$ cat config.mk
export PLATFORM = sky130hd
export DESIGN_NAME = uart_tx_fifo
export DESIGN_NICKNAME = d
export VERILOG_FILES = /design/src/rtl/uart_pkg.sv /design/src/rtl/uart_baud_gen.sv /design/src/rtl/uart_tx_fifo.sv
export SDC_FILE = /design/constraint.sdc
export NUM_CORES = 1
export LEC_CHECK = 0
export CAP_MARGIN = 20
export CORE_UTILIZATION = 63
export DETAILED_ROUTE_END_ITERATION = 10
export PLACE_DENSITY = 0.84
export SYNTH_ARGS = -nofsm -noshare
export SYNTH_HDL_FRONTEND = slang
export SYNTH_HIERARCHICAL = 1
export SYNTH_SLANG_ARGS = --single-unit
$ cat constraint.sdc
create_clock -name clk -period 6.5 [get_ports clk]
set_input_delay 0.975 -clock clk [delete_from_list [all_inputs] [get_ports clk]]
set_output_delay 0.975 -clock clk [all_outputs]
set_load 0.01 [all_outputs]
$ cat src/rtl/uart_pkg.sv
// uart_pkg: shared UART types, widths and baud divider helper for the tx and rx paths.
package uart_pkg;
  localparam int UART_DATA_W = 8;
  typedef enum logic [2:0] {IDLE, START, DATA, PARITY, STOP} tx_state_t;
  function automatic int calc_div(input int clock_freq, input int baud_rate);
    return clock_freq / baud_rate;
  endfunction
endpackage

$ cat src/rtl/uart_baud_gen.sv
// uart_baud_gen: free-running 0..DIV-1 counter with a bit_end pulse on the last cycle of each bit.
module uart_baud_gen #(
  parameter int DIV = 2
) (
  input  logic clk,
  input  logic rst_n,
  input  logic clear,
  output logic bit_end
);
  localparam int CW = (DIV < 2) ? 1 : $clog2(DIV);
  if (DIV < 2) begin : g_div_check
    $error("uart_baud_gen: DIV must be at least 2");
  end
  logic [CW-1:0] cnt;
  assign bit_end = cnt == CW'(DIV - 1);
  always_ff @(posedge clk or negedge rst_n)
    if (!rst_n) cnt <= '0;
    else cnt <= (clear || bit_end) ? '0 : cnt + 1'b1;
endmodule

$ cat src/rtl/uart_tx_fifo.sv
// uart_tx_fifo: buffered 8N1 UART transmitter with inline FIFO; define UART_TX_PARITY_EN for an even-parity bit (8E1).
module uart_tx_fifo
  import uart_pkg::*;
#(
  parameter logic [23:0] BAUD_RATE  = 24'd115200,
  parameter logic [27:0] CLOCK_FREQ = 28'd50000000,
  parameter int          FIFO_DEPTH = 4
) (
  input  logic                          clk,
  input  logic                          rst_n,
  input  logic [UART_DATA_W-1:0]        tx_data,
  input  logic                          tx_valid,
  output logic                          tx_ready,
  output logic                          tx,
  output logic                          busy,
  output logic [$clog2(FIFO_DEPTH):0]   fifo_level
);
  localparam int DIV = calc_div(int'(CLOCK_FREQ), int'(BAUD_RATE));
  localparam int AW  = $clog2(FIFO_DEPTH);
  localparam int LW  = AW + 1;
  if (FIFO_DEPTH < 2 || (1 << AW) != FIFO_DEPTH) begin : g_depth_check
    $error("uart_tx_fifo: FIFO_DEPTH must be a power of two, at least 2");
  end
  logic [UART_DATA_W-1:0] mem [FIFO_DEPTH];
  logic [AW-1:0]          rd_ptr, wr_ptr;
  logic [UART_DATA_W-1:0] shift_reg;
  logic [2:0]             bit_idx;
  tx_state_t              state;
  logic                   bit_end, push, pop, empty;
`ifdef UART_TX_PARITY_EN
  logic                   par;
`endif
  assign empty    = fifo_level == '0;
  assign tx_ready = fifo_level != LW'(FIFO_DEPTH);
  assign push     = tx_valid && tx_ready;
  assign pop      = !empty && (state == IDLE || (state == STOP && bit_end));
  uart_baud_gen #(.DIV(DIV)) u_baud (
    .clk     (clk),
    .rst_n   (rst_n),
    .clear   (state == IDLE),
    .bit_end (bit_end)
  );
  always_ff @(posedge clk)
    if (push) mem[wr_ptr] <= tx_data;
  always_ff @(posedge clk or negedge rst_n)
    if (!rst_n) begin
      rd_ptr     <= '0;
      wr_ptr     <= '0;
      fifo_level <= '0;
    end else begin
      if (push) wr_ptr <= wr_ptr + 1'b1;
      if (pop) rd_ptr <= rd_ptr + 1'b1;
      fifo_level <= fifo_level + LW'(push) - LW'(pop);
    end
  // A pop always launches a start bit, whether from IDLE or straight out of STOP.
  always_ff @(posedge clk or negedge rst_n)
    if (!rst_n) begin
      state     <= IDLE;
      tx        <= 1'b1;
      busy      <= 1'b0;
      shift_reg <= '0;
      bit_idx   <= '0;
`ifdef UART_TX_PARITY_EN
      par       <= 1'b0;
`endif
    end else if (pop) begin
      state     <= START;
      tx        <= 1'b0;
      busy      <= 1'b1;
      shift_reg <= mem[rd_ptr];
      bit_idx   <= '0;
`ifdef UART_TX_PARITY_EN
      par       <= ^mem[rd_ptr];
`endif
    end else if (bit_end) begin
      case (state)
        START: begin
          state <= DATA;
          tx    <= shift_reg[0];
        end
        DATA: begin
          shift_reg <= shift_reg >> 1;
          bit_idx   <= bit_idx + 1'b1;
          if (bit_idx == 3'd7) begin
`ifdef UART_TX_PARITY_EN
            state <= PARITY;
            tx    <= par;
`else
            state <= STOP;
            tx    <= 1'b1;
`endif
          end else tx <= shift_reg[1];
        end
`ifdef UART_TX_PARITY_EN
        PARITY: begin
          state <= STOP;
          tx    <= 1'b1;
        end
`endif
        STOP: begin
          state <= IDLE;
          busy  <= 1'b0;
        end
        default: begin
          state <= IDLE;
          tx    <= 1'b1;
          busy  <= 1'b0;
        end
      endcase
    end
endmodule

==> impl_metrics.ini, run 1 <==
[detailed_routing]
vias_per_cell = 6.23
route.vias.total = 1688
route.detailed.drc = 0
routed_wl_um = 5030
post_drt_wl_per_cell_um = 18.6
drtPass1Iterations = 4
antenna_left = 0
drt_iter0_markers = 196

[setup_path]
cp.required_ps = 6770
crit_path_end_kind = register
worst-setup-path-type = register to register
cp-start-kind = register
cp_max_fo = 11
arrival_ps = 3870

[cells_and_area]
layout.nets = 236
largest_reg_flops = 32
area_delta_synth_final_pct = 14.5
finalInstanceArea_mm2 = 0.00333
drive_gt1_frac = 0.210
n_antenna_cell = 0

[floorplanning]
die_h_um = 69.9
initial_core_util = 0.663
dieArea_mm2 = 0.00489
dieWidth_um = 69.9
core_mm2 = 0.00438
ioPinCount = 17
num_rows = 24

[place]
hpwl_um = 3340
place.gp.congestion = 0.779
portBuffers = 16
place_area_mm2 = 0.00310

[grt]
grt_max_degree = 33
grt_pass1_wl_um = 8390
gr-total-overflow = 0
grt.total_usage = 0.234
grt_pass1_vias = 1724
antenna_found_initial = 0

[synth]
synth_area_leaders = edfxtp_1 (33%), dfrtp_1 (27%), mux4_2 (6.2%), mux2_4 (5.2%), ha_1 (4.3%)
syn_avg_cell_area_um2 = 15.2
ys_ff_latch = 64
yosysTopAreaCellShare = 0.330
syn_nets = 213
ys_types = 46
yosys_warnings = 6
ys.flop_type = edfxtp_1
ys_seq_area_frac = 0.606
syn_inst = 191
synth-async-reset-ratio = 0.500
synth.largest_area_cell = edfxtp_1
synth_edf_count = 32
syn_area_mm2 = 0.00291

[clock_tree]
clkLatencyLatePin_ps = 350
cts_buffer_depth = 2
clk_pin_slew_ps = 70
cts_made_buffers = 9
hold_buffers = 0
htreeDepth = 3
cts_tree = yes
root_buffer = clkbuf_8
cts_resized = 0
cts_setup_buffers = 0
cts_sinks = 64

[power_and_ir_drop]
p_leak_nw = 1.34
pwr_density_cell_mw_per_mm2 = 317
irDropWorstVdd_uv = 292

[timing]
setup_tns_ps = 0
relSlewSlack = 0.352
period_minus_slack_ps = 3600
fin_skew_ps = 11.3
hold_viol_final = 0
fin_crit_sh = 0.554
max_freq_mhz = 278
tightestPinTransition_ps = 970
rsz0062_at_grt = false
setup_viol = 0
finalMaxSlewViolations = 0

[worst_hold_path]
hp-class = register to register

[status]
outcome = complete, no violations

[run]
cap_violations = 0
## area by class of cell
type | count | area (um^2)
Sequential cell | 64 | 1760
Timing Repair Buffer | 17 | 168
Inverter | 12 | 45.0
Clock buffer | 9 | 124
Clock inverter | 7 | 104
Fill cell | 257 | 1050
Multi-Input combinational cell | 110 | 1060
Tap cell | 52 | 65.1
## cells by family after synthesis
group / count (synthesis) / synth area share
compound gates: 18 / 0.0469
xor+xnor: 9 / 0.0271
fa+ha+maj: 11 / 0.0499
buf+inv: 17 / 0.0288
flops: 64 / 0.606
mux: 25 / 0.140
simple gates: 47 / 0.101
## Yosys cell counts, drive strengths merged (2+ instances only)
library cell	number
xnor2	7
mux4	8
xor2	2
or3b	2
edfxtp	32
o21ai	5
o31ai	2
nand3	4
and3	4
or3	4
inv	12
nor2	9
nand2	7
mux2	15
nor4bb	2
a31oi	3
mux2i	2
buf	4
nand4	4
dfrtp	31
nor3	2
nand2b	4
ha	10
## cell usage in the layout (no fill, tap or decap), drive strengths merged, types with 2 or more instances in the layout
| cell type | instances |
|---|---|
| or3b | 2 |
| nor4bb | 2 |
| ha | 10 |
| a31oi | 3 |
| clkinv | 4 |
| mux2i | 2 |
| nand3 | 4 |
| nand4 | 4 |
| mux2 | 15 |
| bufinv | 2 |
| edfxtp | 32 |
| inv | 13 |
| clkbuf | 9 |
| nor2 | 9 |
| nor3 | 2 |
| dfrtp | 31 |
| or3 | 4 |
| xnor2 | 7 |
| xor2 | 2 |
| o31ai | 2 |
| clkdlybuf4s50 | 16 |
| o21ai | 5 |
| nand2 | 7 |
| and3 | 4 |
| nand2b | 4 |
| mux4 | 8 |
## through the flow
stage,power [mW],worst slack [ps],hold WS (ps),util,cells
after floorplan,0.606,3790,489,-,191
after global placement,0.664,3120,505,0.707,255
after detailed placement,0.681,2910,522,0.707,255
after CTS,1.07,2870,533,0.759,271
after global routing,1.10,2610,560,0.759,271
final,1.06,2900,531,0.759,271
## worst paths after layout
| kind | endpoint | from | depth (start not counted) | slack, ps |
|---|---|---|---|---|
| worst max-delay path | fifo_level[2] | u_baud/cnt[2] | 11 | 2900 |
| worst min-delay path | u_baud/cnt[0] | u_baud/cnt[0] | 1 | 530 |
| worst max register to register | fifo_level[2] | u_baud/cnt[2] | 11 | 2900 |
| worst min register to register | u_baud/cnt[0] | u_baud/cnt[0] | 1 | 530 |
| max in group asynchronous | tx | rst_n | 2 | 5160 |
| min in group asynchronous | state[1] | rst_n | 2 | 1020 |
## power breakdown
part | switching [mW] | leakage (nW) | internal (mW)
Combinational | 0.0834 | 0.549 | 0.0754
Clock | 0.165 | 0.114 | 0.219
Sequential | 0.0257 | 0.681 | 0.488
## metal layers
metal / GRT usage / vias to the layer above / routed length (um)
met2: 0.350 / 54 / 2400
met1: 0.325 / 867 / 2290
met3: 0.0491 / 10 / 264
met5: 0 / - / 0
met4: 0.131 / 0 / 76
li1: - / 757 / -
## critical path: stages (launching register included)
cell,delay (ps)
dfrtp_1,450
or3_4,430
nor3_1,450
nand2b_1,250
nand3_1,460
inv_1,370
ha_1,160
inv_1,40
ha_1,180
fa_1,400
xnor2_1,180
xnor2_1,140
Note: power is estimated with default switching activity, not from simulation.
==> run 2, diff against run 1 <==
--- a/config.mk
+++ b/config.mk
@@ -6,9 +6,9 @@
 export NUM_CORES = 1
 export LEC_CHECK = 0
 export CAP_MARGIN = 20
-export CORE_UTILIZATION = 63
+export CORE_UTILIZATION = 53
 export DETAILED_ROUTE_END_ITERATION = 10
-export PLACE_DENSITY = 0.84
+export PLACE_DENSITY = 0.75
 export SYNTH_ARGS = -nofsm -noshare
 export SYNTH_HDL_FRONTEND = slang
 export SYNTH_HIERARCHICAL = 1
==> constraint.sdc (replaced) <==
create_clock -name clk -period 3.2 [get_ports clk]
set_input_delay 0.48 -clock clk [delete_from_list [all_inputs] [get_ports clk]]
set_output_delay 0.48 -clock clk [all_outputs]
set_load 0.01 [all_outputs]
==> run 2 against run 1 <==
Global-route usage fell by 4.0 points. Highest routed layer unchanged. Non-clock buffer count rose by 3. Via count fell by 2.7%. Maximum frequency rose by 33%. Cell area rose by 0.23%. Register-to-register slack got worse by 2400 ps. Utilization fell by 12 points. Sequential share of layout area fell by 0.12 points. Die area rose by 18%. Clock-buffer cell count rose by 3.
==> impl_metrics.ini, run 2 (same netlist as run 1, synthesis figures left out) <==
[status]
outcome = complete, no violations

[cells_and_area]
final_common_cell = edfxtp_1
area_delta_synth_final_pct = 14.8
final_cell_mix = edfxtp_1 (32), dfrtp_1 (31), clkdlybuf4s50_1 (16), inv_1 (12)
drive_gt1_frac = 0.212
finalInstanceArea_mm2 = 0.00334
largest_reg_flops = 32
n_antenna_cell = 0
stdcell_count = 292
layout.nets = 239

[timing]
fin_crit_sh = 0.846
relSlewSlack = 0.619
period_minus_slack_ps = 2710
max_freq_mhz = 369
rsz0062_at_grt = false
finalMaxSlewViolations = 0
fin_skew_ps = 10.9
setup_viol = 0
setup_tns_ps = 0
hold_viol_final = 0
tightestPinTransition_ps = 572

[clock_tree]
clk_pin_slew_ps = 70
htreeDepth = 3
cts_buffer_depth = 2
hold_buffers = 0
cts_made_buffers = 9
cts_tree = yes
cts_setup_buffers = 0
root_buffer = clkbuf_8
clkLatencyLatePin_ps = 340
cts_sinks = 64
cts_resized = 0

[power_and_ir_drop]
clockPowerShare = 0.333
swShare = 0.250
pwr_density_cell_mw_per_mm2 = 609
p_leak_nw = 1.35
switchingPower_uw = 508
p_int_mw = 1.52
combPwrFrac = 0.154
irDropWorstVdd_uv = 427
power.share.sequential = 0.513

[floorplanning]
ioPinCount = 17
die_h_um = 76.1
initial_core_util = 0.559
core_mm2 = 0.00520
dieWidth_um = 76.1
num_rows = 26
dieArea_mm2 = 0.00579

[detailed_routing]
route.vias.total = 1642
drtPass1Iterations = 4
antenna_left = 0
post_drt_wl_per_cell_um = 17.1
route.detailed.drc = 0
routed_wl_um = 5000
vias_per_cell = 5.62
drt_iter0_markers = 137

[grt]
antenna_found_initial = 0
grt_max_degree = 33
gr-total-overflow = 0
grt.total_usage = 0.194
grt_pass1_vias = 1772
grt_pass1_wl_um = 8410

[place]
place.gp.congestion = 0.798
portBuffers = 16
placedCellCount = 276
hpwl_um = 3450
place_area_mm2 = 0.00315

[setup_path]
cp_max_fo = 6
cp.required_ps = 3470
regToRegSetupSlack_ps = 490
arrival_ps = 2970
crit_path_end_kind = register
cp-start-kind = register
worst-setup-path-type = register to register

[worst_hold_path]
hp-class = input pin to async pin

[run]
cap_violations = 0
run 2: final cells by class:
class	count	area, um^2
timing repair buffer	20	190
tap	70	87.6
multi-input combinational	110	1060
sequential	64	1760
clock inverter	4	45.0
fill	378	1870
clock buffer	12	145
inverter	12	45.0
run 2: power groups by stage:
stage | sequential [mW] | combinational [mW] | clock (mW)
after floorplan | 1.05 | 0.180 | 0
after global placement | 1.05 | 0.301 | 0
after detailed placement | 1.06 | 0.317 | 0
after CTS | 1.05 | 0.323 | 0.686
after global routing | 1.05 | 0.346 | 0.715
final | 1.04 | 0.313 | 0.677
run 2: critical path, cell delays in order, from the launching register on:
cell	delay, ps
dfrtp_1	440
or3_4	430
nor3_1	200
nand2b_1	210
nand3_1	120
inv_1	180
ha_1	150
inv_1	40
ha_1	170
fa_1	380
xnor2_1	180
xnor2_1	130
run 2: layer usage:
layer / GRT usage / share of wire / vias to the layer above / routed length (um)
met5: 0 / 0 / - / 0
met4: 0.0923 / 0.013 / 0 / 65
met3: 0.0479 / 0.036 / 6 / 181
met2: 0.329 / 0.50 / 42 / 2500
met1: 0.234 / 0.45 / 834 / 2250
li1: - / - / 760 / -
run 2: path summary, 6_finish.rpt:
check                      cells after the start     startpoint       endpoint
min in group clk                               1  u_baud/cnt[0]  u_baud/cnt[0]
min                                            2          rst_n  u_baud/cnt[5]
max reg2reg                                   11  u_baud/cnt[2]  fifo_level[2]
min reg2reg                                    1  u_baud/cnt[0]  u_baud/cnt[0]
max                                           11  u_baud/cnt[2]  fifo_level[2]
max in group asynchronous                      2          rst_n             tx
run 2: metrics by stage:
| step | hold slack (ps) | setup slack, ps | utilization | power, mW |
|---|---|---|---|---|
| global placement | 508 | 586 | 0.605 | 1.35 |
| global route | 571 | 302 | 0.641 | 2.12 |
| finish | 537 | 492 | 0.641 | 2.03 |
| detailed placement | 526 | 495 | 0.605 | 1.38 |
| floorplan | 184 | 494 | - | 1.23 |
| CTS | 538 | 464 | 0.641 | 2.05 |
